[config.mk]
export PLATFORM = sky130hd
export DESIGN_NAME = l2_arb_ctrl
export DESIGN_NICKNAME = d
export VERILOG_FILES = /design/src/rtl/l2_arb_ctrl.sv
export SDC_FILE = /design/constraint.sdc
export NUM_CORES = 1
export LEC_CHECK = 0
export ABC_AREA = 1
export CORE_UTILIZATION = 33
export DETAILED_ROUTE_END_ITERATION = 8
export GPL_TIMING_DRIVEN = 1
export PLACE_DENSITY = 0.7
export SYNTH_ARGS = -nofsm -noshare
export SYNTH_HDL_FRONTEND = slang
export SYNTH_SLANG_ARGS = --single-unit
[constraint.sdc]
create_clock -name clk -period 2.1 [get_ports clk]
set_clock_uncertainty 0.15 [all_clocks]
set_input_delay 0.42 -clock clk [delete_from_list [all_inputs] [get_ports clk]]
set_output_delay 0.42 -clock clk [all_outputs]
set_load 0.005 [all_outputs]
[src/rtl/l2_arb_ctrl.sv]
// l2_arb_ctrl
//   Two-requester round-robin arbiter in front of an L2 cache and its backing
//   memory. A winning L1 miss gets a lookup in the L2. A hit is answered with
//   the L2 data. A miss is filled from memory through a req/ack handshake.
//   Every output comes straight from a flop.
//
// Build option:
//   L2_ARB_TIMEOUT_EN - when defined, a down-counter bounds the MEM_WAIT
//   state to MEM_TIMEOUT cycles. On expiry the fill is abandoned and an error
//   response is returned (rsp_err=1, rsp_data=0). When not defined, MEM_WAIT
//   waits for mem_ack indefinitely and rsp_err is tied low.
//
// Ports:
//   clk, rst_n               clock, asynchronous active-low reset
//   req0/req1, addr0/addr1   L1 miss requests (held until granted) + address
//   gnt0/gnt1                one-cycle grant pulses
//   rsp_valid/id/data/err    one-cycle response strobe, target, data, abort
//   l2_lookup, l2_addr       L2 lookup strobe and address
//   l2_hit, l2_miss, l2_data L2 result, valid the cycle after l2_lookup
//   mem_req, mem_addr        memory fill request, held until mem_ack
//   mem_ack, mem_data        memory fill acknowledge and data
//   busy                     high whenever the FSM is not in IDLE
//
// State     | meaning
// ----------+------------------------------------------------------------
// IDLE      | waiting for a request; arbitrates and grants
// LOOKUP    | grant and l2_lookup pulses are visible for this one cycle
// CHECK     | L2 result sampled; a hit goes to RESP, anything else to MEM_WAIT
// MEM_WAIT  | mem_req held high until mem_ack (or until the timeout expires)
// RESP      | rsp_valid is high for this one cycle
module l2_arb_ctrl #(
  parameter int ADDR_W      = 11,
  parameter int DATA_W      = 32,
  parameter int MEM_TIMEOUT = 64
) (
  input  logic              clk,
  input  logic              rst_n,
  input  logic              req0,
  input  logic              req1,
  input  logic [ADDR_W-1:0] addr0,
  input  logic [ADDR_W-1:0] addr1,
  output logic              gnt0,
  output logic              gnt1,
  output logic              rsp_valid,
  output logic              rsp_id,
  output logic [DATA_W-1:0] rsp_data,
  output logic              rsp_err,
  output logic              l2_lookup,
  output logic [ADDR_W-1:0] l2_addr,
  input  logic              l2_hit,
  input  logic              l2_miss,
  input  logic [DATA_W-1:0] l2_data,
  output logic              mem_req,
  output logic [ADDR_W-1:0] mem_addr,
  input  logic              mem_ack,
  input  logic [DATA_W-1:0] mem_data,
  output logic              busy
);

  if (MEM_TIMEOUT < 2 || MEM_TIMEOUT > 255) begin : g_bad_timeout
    $error("l2_arb_ctrl: MEM_TIMEOUT must be within 2..255");
  end

  typedef enum logic [2:0] {
    IDLE     = 3'd0,
    LOOKUP   = 3'd1,
    CHECK    = 3'd2,
    MEM_WAIT = 3'd3,
    RESP     = 3'd4
  } state_t;

  state_t              r_state;
  logic                r_ptr;       // requester favoured when both request
  logic                r_id;        // requester owning the current transaction
  logic                r_gnt0;
  logic                r_gnt1;
  logic                r_lookup;
  logic                r_mem_req;
  logic                r_rsp_valid;
  logic                r_rsp_id;
  logic                r_busy;
  logic [ADDR_W-1:0]   r_addr;      // shared by the L2 and memory address ports
  logic [DATA_W-1:0]   r_rsp_data;
  logic                w_win;

`ifdef L2_ARB_TIMEOUT_EN
  localparam logic [7:0] TMO_LOAD = 8'(MEM_TIMEOUT - 1);
  logic [7:0] r_tmo;
  logic       r_rsp_err;
`endif

  always_comb begin
    w_win = req1;
    if (req0 && req1) begin
      w_win = r_ptr;
    end
  end

  always_ff @(posedge clk or negedge rst_n) begin
    if (!rst_n) begin
      r_state     <= IDLE;
      r_ptr       <= 1'b0;
      r_id        <= 1'b0;
      r_gnt0      <= 1'b0;
      r_gnt1      <= 1'b0;
      r_lookup    <= 1'b0;
      r_mem_req   <= 1'b0;
      r_rsp_valid <= 1'b0;
      r_rsp_id    <= 1'b0;
      r_busy      <= 1'b0;
      r_addr      <= '0;
      r_rsp_data  <= '0;
`ifdef L2_ARB_TIMEOUT_EN
      r_tmo       <= '0;
      r_rsp_err   <= 1'b0;
`endif
    end else begin
      case (r_state)
        IDLE: begin
          if (req0 || req1) begin
            r_id     <= w_win;
            r_addr   <= w_win ? addr1 : addr0;
            r_gnt0   <= ~w_win;
            r_gnt1   <= w_win;
            r_lookup <= 1'b1;
            r_ptr    <= ~w_win;
            r_busy   <= 1'b1;
            r_state  <= LOOKUP;
          end
        end
        LOOKUP: begin
          r_gnt0   <= 1'b0;
          r_gnt1   <= 1'b0;
          r_lookup <= 1'b0;
          r_state  <= CHECK;
        end
        CHECK: begin
          // Hit wins over miss. A missing L2 answer is handled as a miss so
          // that the request is still served from memory.
          casez ({l2_hit, l2_miss})
            2'b1?: begin
              r_rsp_valid <= 1'b1;
              r_rsp_id    <= r_id;
              r_rsp_data  <= l2_data;
              r_state     <= RESP;
            end
            default: begin
              r_mem_req <= 1'b1;
`ifdef L2_ARB_TIMEOUT_EN
              r_tmo     <= TMO_LOAD;
`endif
              r_state   <= MEM_WAIT;
            end
          endcase
        end
        MEM_WAIT: begin
          if (mem_ack) begin
            r_mem_req   <= 1'b0;
            r_rsp_valid <= 1'b1;
            r_rsp_id    <= r_id;
            r_rsp_data  <= mem_data;
            r_state     <= RESP;
          end
`ifdef L2_ARB_TIMEOUT_EN
          // The counter reaches zero on the last allowed MEM_WAIT cycle.
          // An ack arriving on that same cycle is still taken.
          else if (r_tmo == 8'd0) begin
            r_mem_req   <= 1'b0;
            r_rsp_valid <= 1'b1;
            r_rsp_id    <= r_id;
            r_rsp_data  <= '0;
            r_rsp_err   <= 1'b1;
            r_state     <= RESP;
          end else begin
            r_tmo <= r_tmo - 8'd1;
          end
`endif
        end
        RESP: begin
          r_rsp_valid <= 1'b0;
          r_rsp_id    <= 1'b0;
          r_rsp_data  <= '0;
`ifdef L2_ARB_TIMEOUT_EN
          r_rsp_err   <= 1'b0;
`endif
          r_busy      <= 1'b0;
          r_state     <= IDLE;
        end
        default: begin
          r_state <= IDLE;
        end
      endcase
    end
  end

  assign gnt0      = r_gnt0;
  assign gnt1      = r_gnt1;
  assign l2_lookup = r_lookup;
  assign l2_addr   = r_addr;
  assign mem_addr  = r_addr;
  assign mem_req   = r_mem_req;
  assign rsp_valid = r_rsp_valid;
  assign rsp_id    = r_rsp_id;
  assign rsp_data  = r_rsp_data;
  assign busy      = r_busy;
`ifdef L2_ARB_TIMEOUT_EN
  assign rsp_err   = r_rsp_err;
`else
  assign rsp_err   = 1'b0;
`endif

endmodule
==> results of run 1 <==
## cells in the final DEF, fill, tap and decap left out
master           synthesis  layout
buf_2                   12       1
buf_12                   0       1
dfrtp_1                 55      55
clkdlybuf4s50_1          0     151
conb_1                   1       1
dlygate4sd3_1            0       1
inv_2                    3       3
nand2_1                235     235
inv_6                    0       1
nand3_1                 47      47
bufinv_16                0       1
o21ai_0                  4       4
inv_1                    7       7
buf_4                   15      12
nand2_2                  4       4
clkbuf_8                 0       6
a21oi_1                  3       3
nand3_2                  1       1
nor2_2                   2       2
nor2_4                   3       3
nor2_1                   5       5
## logic make-up (layout without fill, tap and decap cells)
logic type	after synthesis	after routing	synth area share [%]
other	1	1	0.1309
DFF	55	55	48.03
and+or+nand+nor	297	297	42.49
buffers and inverters	43	184	8.123
AOI/OAI and AO/OA	7	7	1.223
## final cells by class
cell class,count,share of cell area (%)
Sequential cell,55,30.19
Inverter,10,0.8233
Multi-Input combinational cell,305,27.55
Timing Repair Buffer,166,35.89
Tap cell,105,2.881
Clock buffer,6,1.811
Clock inverter,2,0.8507
## through the flow
| step | instance area [sq um] | power, W | setup slack, ns |
|---|---|---|---|
| after global routing | 4559 | 0.006485 | 0.2168 |
| after CTS | 4559 | 0.006036 | 0.2438 |
| after detailed placement | 4428 | 0.005281 | 0.08573 |
| final | 4559 | 0.005937 | 0.2746 |
| after floorplan | 2865 | 0.003663 | 0.6581 |
| after global placement | 4428 | 0.005193 | 0.1144 |
## state kept, by name, summed over array words and instances, names as in the netlist
signal     count
l2_addr       11
r_state        3
r_id           1
rsp_data      32
rsp_id         1
l2_lookup      1
gnt0           1
busy           1
gnt1           1
mem_req        1
rsp_valid      1
r_ptr          1
## routing by layer
layer | up-vias | global-route usage [%] | wire length [um]
met1 | 1368 | 22.21 | 3470
met5 | - | 0 | 0
met2 | 113 | 31.13 | 3786
li1 | 1504 | - | -
met3 | 5 | 4.944 | 664
met4 | 0 | 4.167 | 71
## worst paths after layout
kind	startpoint	end	slack, ns
max	l2_addr[6]$_DFFE_PN0P_	l2_addr[6]	0.27
max reg2reg	r_state[1]$_DFFE_PN0P_	l2_addr[8]$_DFFE_PN0P_	0.39
min	rsp_data[22]$_DFFE_PN0P_	rsp_data[22]$_DFFE_PN0P_	0.33
max in group asynchronous	rst_n	r_state[1]$_DFFE_PN0P_	0.70
min reg2reg	rsp_data[22]$_DFFE_PN0P_	rsp_data[22]$_DFFE_PN0P_	0.33
min in group asynchronous	rst_n	rsp_data[14]$_DFFE_PN0P_	0.50
## power by group through the flow
stage / Sequential [W] / Combinational (W) / Clock (W)
after CTS: 0.00192 / 0.00336 / 0.000762
after global placement: 0.00191 / 0.00328 / 0
after detailed placement: 0.00192 / 0.00336 / 0
after global routing: 0.00197 / 0.00371 / 0.000800
final: 0.00190 / 0.00330 / 0.000733
after floorplan: 0.00190 / 0.00176 / 0
==> impl_metrics.toml, run 1 <==
[logic_synthesis]
synth.avg_cell_area_sq_um = 7.110
synth_top_area_cell = "dfrtp_1"
synth_cells = 403
syn-num-nets = 496
yosysMostFrequentCell = "nand2_1"
synth_common_cells = "nand2_1, dfrtp_1, nand3_1, buf_4, buf_2"
ys_ff_latch = 55
synth-async-reset-ratio_pct = 100.0
yosys_warnings = 0
synth_top_flop_cell = "dfrtp_1"
synth_area_sq_um = 2865
synth_edf_count = 0
yosysTopAreaCellShare_pct = 48.03
synth_cell_types = 17
seq_area_frac_synth_pct = 48.03
synth_area_leaders = "dfrtp_1, nand2_1, nand3_1, buf_4, buf_2"

[clocking]
cts_made_buffers = 5
clk_latency_ns = 0.31
cts_root_buffer = "clkbuf_8"
h-tree-depth = 2
cts_setup_buffers = 0
hold_buffers = 1
cts_tree = "built"
clkSinkCount = 55
cts_resized = 0
clock_path_buffers = 2
path_clk_slew_ns = 0.10

[route]
drt_first_pass_iters = 4
vias = 2990
viasPerCell = 4.607
post_drt_wl_per_cell_um = 12.31
dr.first_iter.drc_count = 115
drc = 0
ant_nets = 0
wirelength_um = 7992

[setup_path]
cp.required_ns = 1.53
arrival_ns = 1.26
start_kind = "flip-flop"
r2r_cells = 6
max_stage_delay_ns = 0.53
cp.buffers_inverters = 1
cp_max_fo = 3
critical_path_class = "flip-flop to output pin"
crit_family = "buffers and inverters"
cpMaxStageDelayCell = "clkdlybuf4s50_1"
end_kind = "output pin"
crit_cells = 1
path_cells = "clkdlybuf4s50_1"

[sta]
rsz0062_at_grt = "no"
final_hold_viol_count = 0
tns_ns = 0
hold_ws_ns = 0.3348
drv_slew = 0
fin_crit_sh_pct = 86.92
fmax_mhz = 547.8
setup_viol = 0
finalCriticalPeriod_ns = 1.825
slew_headroom_pct = 56.65
tightest_slew_ns = 0.6502

[power_and_ir_drop]
pwr-share-clk_pct = 12.3
max-vdd-ir-drop_mv = 0.5565
power.switching_w = 0.002284
swShare_pct = 38.47
power_per_cell_area_nw_per_um2 = 1302
power.internal_w = 0.003653
power.leakage_nw = 2.277
power.share.combinational_pct = 55.6
seq_power_share_pct = 32.1

[floorplanning]
die_y_um = 95.18
dieArea_sq_um = 9059
initial_core_util_pct = 34.52
die_w_um = 95.18
num_rows = 33
coreArea_sq_um = 8299
io_pins = 155

[global_routing]
gr-total-overflow = 0
first_global_vias = 2698
grt_pass1_wl_um = 12590
antenna_found_initial = 0
track_usage_pct = 18.01
grt_max_degree = 31

[hold_path]
hold_path_class = "flip-flop to flip-flop"
hold_path_depth = 2

[place]
port_buffers = 152
gp_congestion = 0.7032
hpwlAfterDp_um = 6056
placed_cells = 640

[final_layout]
fin_cells = 649
final_layout_size_suffix_gt1_share_pct = 6.434
antenna_cells = 0
fillers = 803
fin_nets = 636
area_growth_pct = 59.13
register_area_sq_um = 1376
final_core_util_pct = 54.94
multi_input_area_sq_um = 1256

[outcome]
status = "complete, no violations"

[flow_run]
maxCapViolations = 0
No activity file was read; power rests on OpenSTA's default activity.
==> run 2, diff against run 1 <==
- CORE_UTILIZATION: 33 -> 39
- PLACE_DENSITY: 0.7 -> 0.8
==> run 2 against run 1 <==
Against the previous run: worst hold slack lost 0.0019 ns; die area fell by 15%; largest power group unchanged; largest cell class unchanged; non-clock buffer count down 2; count of clock-buffer cells in the layout is 1 lower.
==> impl_metrics.toml, run 2 (synthesis results as in run 1) <==
[route]
drt_first_pass_iters = 4
viasPerCell = 4.661
drc = 0
ant_nets = 0
wirelength_um = 8006
vias = 2974
dr.first_iter.drc_count = 95
post_drt_wl_per_cell_um = 12.55

[setup_path]
reg2reg_from = "r_state[1]$_DFFE_PN0P_"
cp.required_ns = 1.53
cpMaxStageDelayCell = "clkdlybuf4s50_1"
startpoint = "l2_addr[8]$_DFFE_PN0P_"
crit_cells = 1
start_kind = "flip-flop"
crit_family = "buffers and inverters"
critical_path_class = "flip-flop to output pin"
arrival_ns = 1.25
reg2reg_slack_ns = 0.34
crit_end = "mem_addr[8]"
path_cells = "clkdlybuf4s50_1"
regToRegEndpoint = "rsp_data[9]$_DFFE_PN0P_"
r2r_cells = 7
cp_max_fo = 3
cp.buffers_inverters = 1
end_kind = "output pin"
max_stage_delay_ns = 0.52

[final_layout]
layout_common_cells = "nand2_1, clkdlybuf4s50_1, dfrtp_1"
layout_commonest_cell = "nand2_1"
area_growth_pct = 58.34
final_layout_size_suffix_gt1_share_pct = 6.089
fin_nets = 634
antenna_cells = 0
fin_cells = 638
largest_register_ffs = 32

[sta]
setup_viol = 0
finalCriticalPeriod_ns = 1.820
fmax_mhz = 549.5
fin_crit_sh_pct = 86.66
final_hold_viol_count = 0
tns_ns = 0
rsz0062_at_grt = "no"
hold_ws_ns = 0.3328
drv_slew = 0

[clocking]
h-tree-depth = 2
cts_root_buffer = "clkbuf_8"
clk_latency_ns = 0.31
path_clk_slew_ns = 0.10
clkSinkCount = 55
cts_tree = "built"
clock_path_buffers = 2
cts_resized = 0
cts_made_buffers = 5

[power_and_ir_drop]
power.share.combinational_pct = 56.3
pwr-share-clk_pct = 11.7
power_per_cell_area_nw_per_um2 = 1309
max-vdd-ir-drop_mv = 0.7581
power.internal_w = 0.003632
power.switching_w = 0.002305
power.leakage_nw = 2.270
swShare_pct = 38.83
seq_power_share_pct = 31.9
power_w = 0.005937

[place]
placed_cells = 629
port_buffers = 152
gp_congestion = 0.8012
hpwlAfterDp_um = 5922

[flow_run]
maxCapViolations = 0

[global_routing]
gr-total-overflow = 0
grt_pass1_wl_um = 12610
track_usage_pct = 20.98
grt_max_degree = 56
antenna_found_initial = 0
first_global_vias = 2856

[floorplanning]
initial_core_util_pct = 41.26
coreArea_sq_um = 6944
die_y_um = 87.72
die_w_um = 87.72
num_rows = 30
io_pins = 155
dieArea_sq_um = 7694

[hold_path]
hold_start = "rsp_data[22]$_DFFE_PN0P_"
hold_path_class = "flip-flop to flip-flop"

[outcome]
status = "complete, no violations"
run 2: what timing repair did:
action / 4_1_cts / 5_1_grt
hold buffers: 1 / 0
endpoints found under the hold margin: 55 / 0
buffers inserted: 0 / 0
run 2: area by class of cell:
type	instances	area, sq um
Clock buffer	5	68.82
Multi-Input combinational cell	305	1256
Fill cell	598	2407
Inverter	10	37.54
Tap cell	96	120.1
Clock inverter	3	43.79
Timing Repair Buffer	164	1634
Sequential cell	55	1376
run 2: stage by stage:
step	utilization (%)	instance area (sq um)	setup WS, ns
2_1_floorplan	-	2865	0.6581
3_3_place_gp	63.57	4414	0.1843
3_5_place_dp	63.57	4414	0.1583
4_1_cts	65.33	4537	0.2680
5_1_grt	65.33	4537	0.2310
6_report	65.33	4537	0.2802
run 2: power groups by stage:
stage               combinational, W  sequential (W)  clock [W]
finish                       0.00334         0.00190   0.000697
global route                 0.00372         0.00196   0.000766
CTS                          0.00339         0.00190   0.000726
detailed placement           0.00338         0.00191          0
global placement             0.00329         0.00189          0
floorplan                    0.00176         0.00190          0
run 2: how the worst min path moves through the flow:
stage               slack, ns                  endpoint  depth (start not counted)
floorplan               -0.03          busy$_DFFE_PN0P_                          0
CTS                      0.34  rsp_data[18]$_DFFE_PN0P_                          2
finish                   0.33  rsp_data[22]$_DFFE_PN0P_                          2
global route             0.36     rsp_valid$_DFFE_PN0P_                          2
global placement         0.29  rsp_data[31]$_DFFE_PN0P_                          2
detailed placement       0.30  rsp_data[31]$_DFFE_PN0P_                          2
run 2: layer usage:
metal,GRT usage [%],vias to the layer above,part of all wire (%)
met5,0,-,0
met2,38.05,113,49
met4,5.365,0,0.90
met1,24.01,1351,41
li1,-,1502,-
met3,6.315,8,8.6
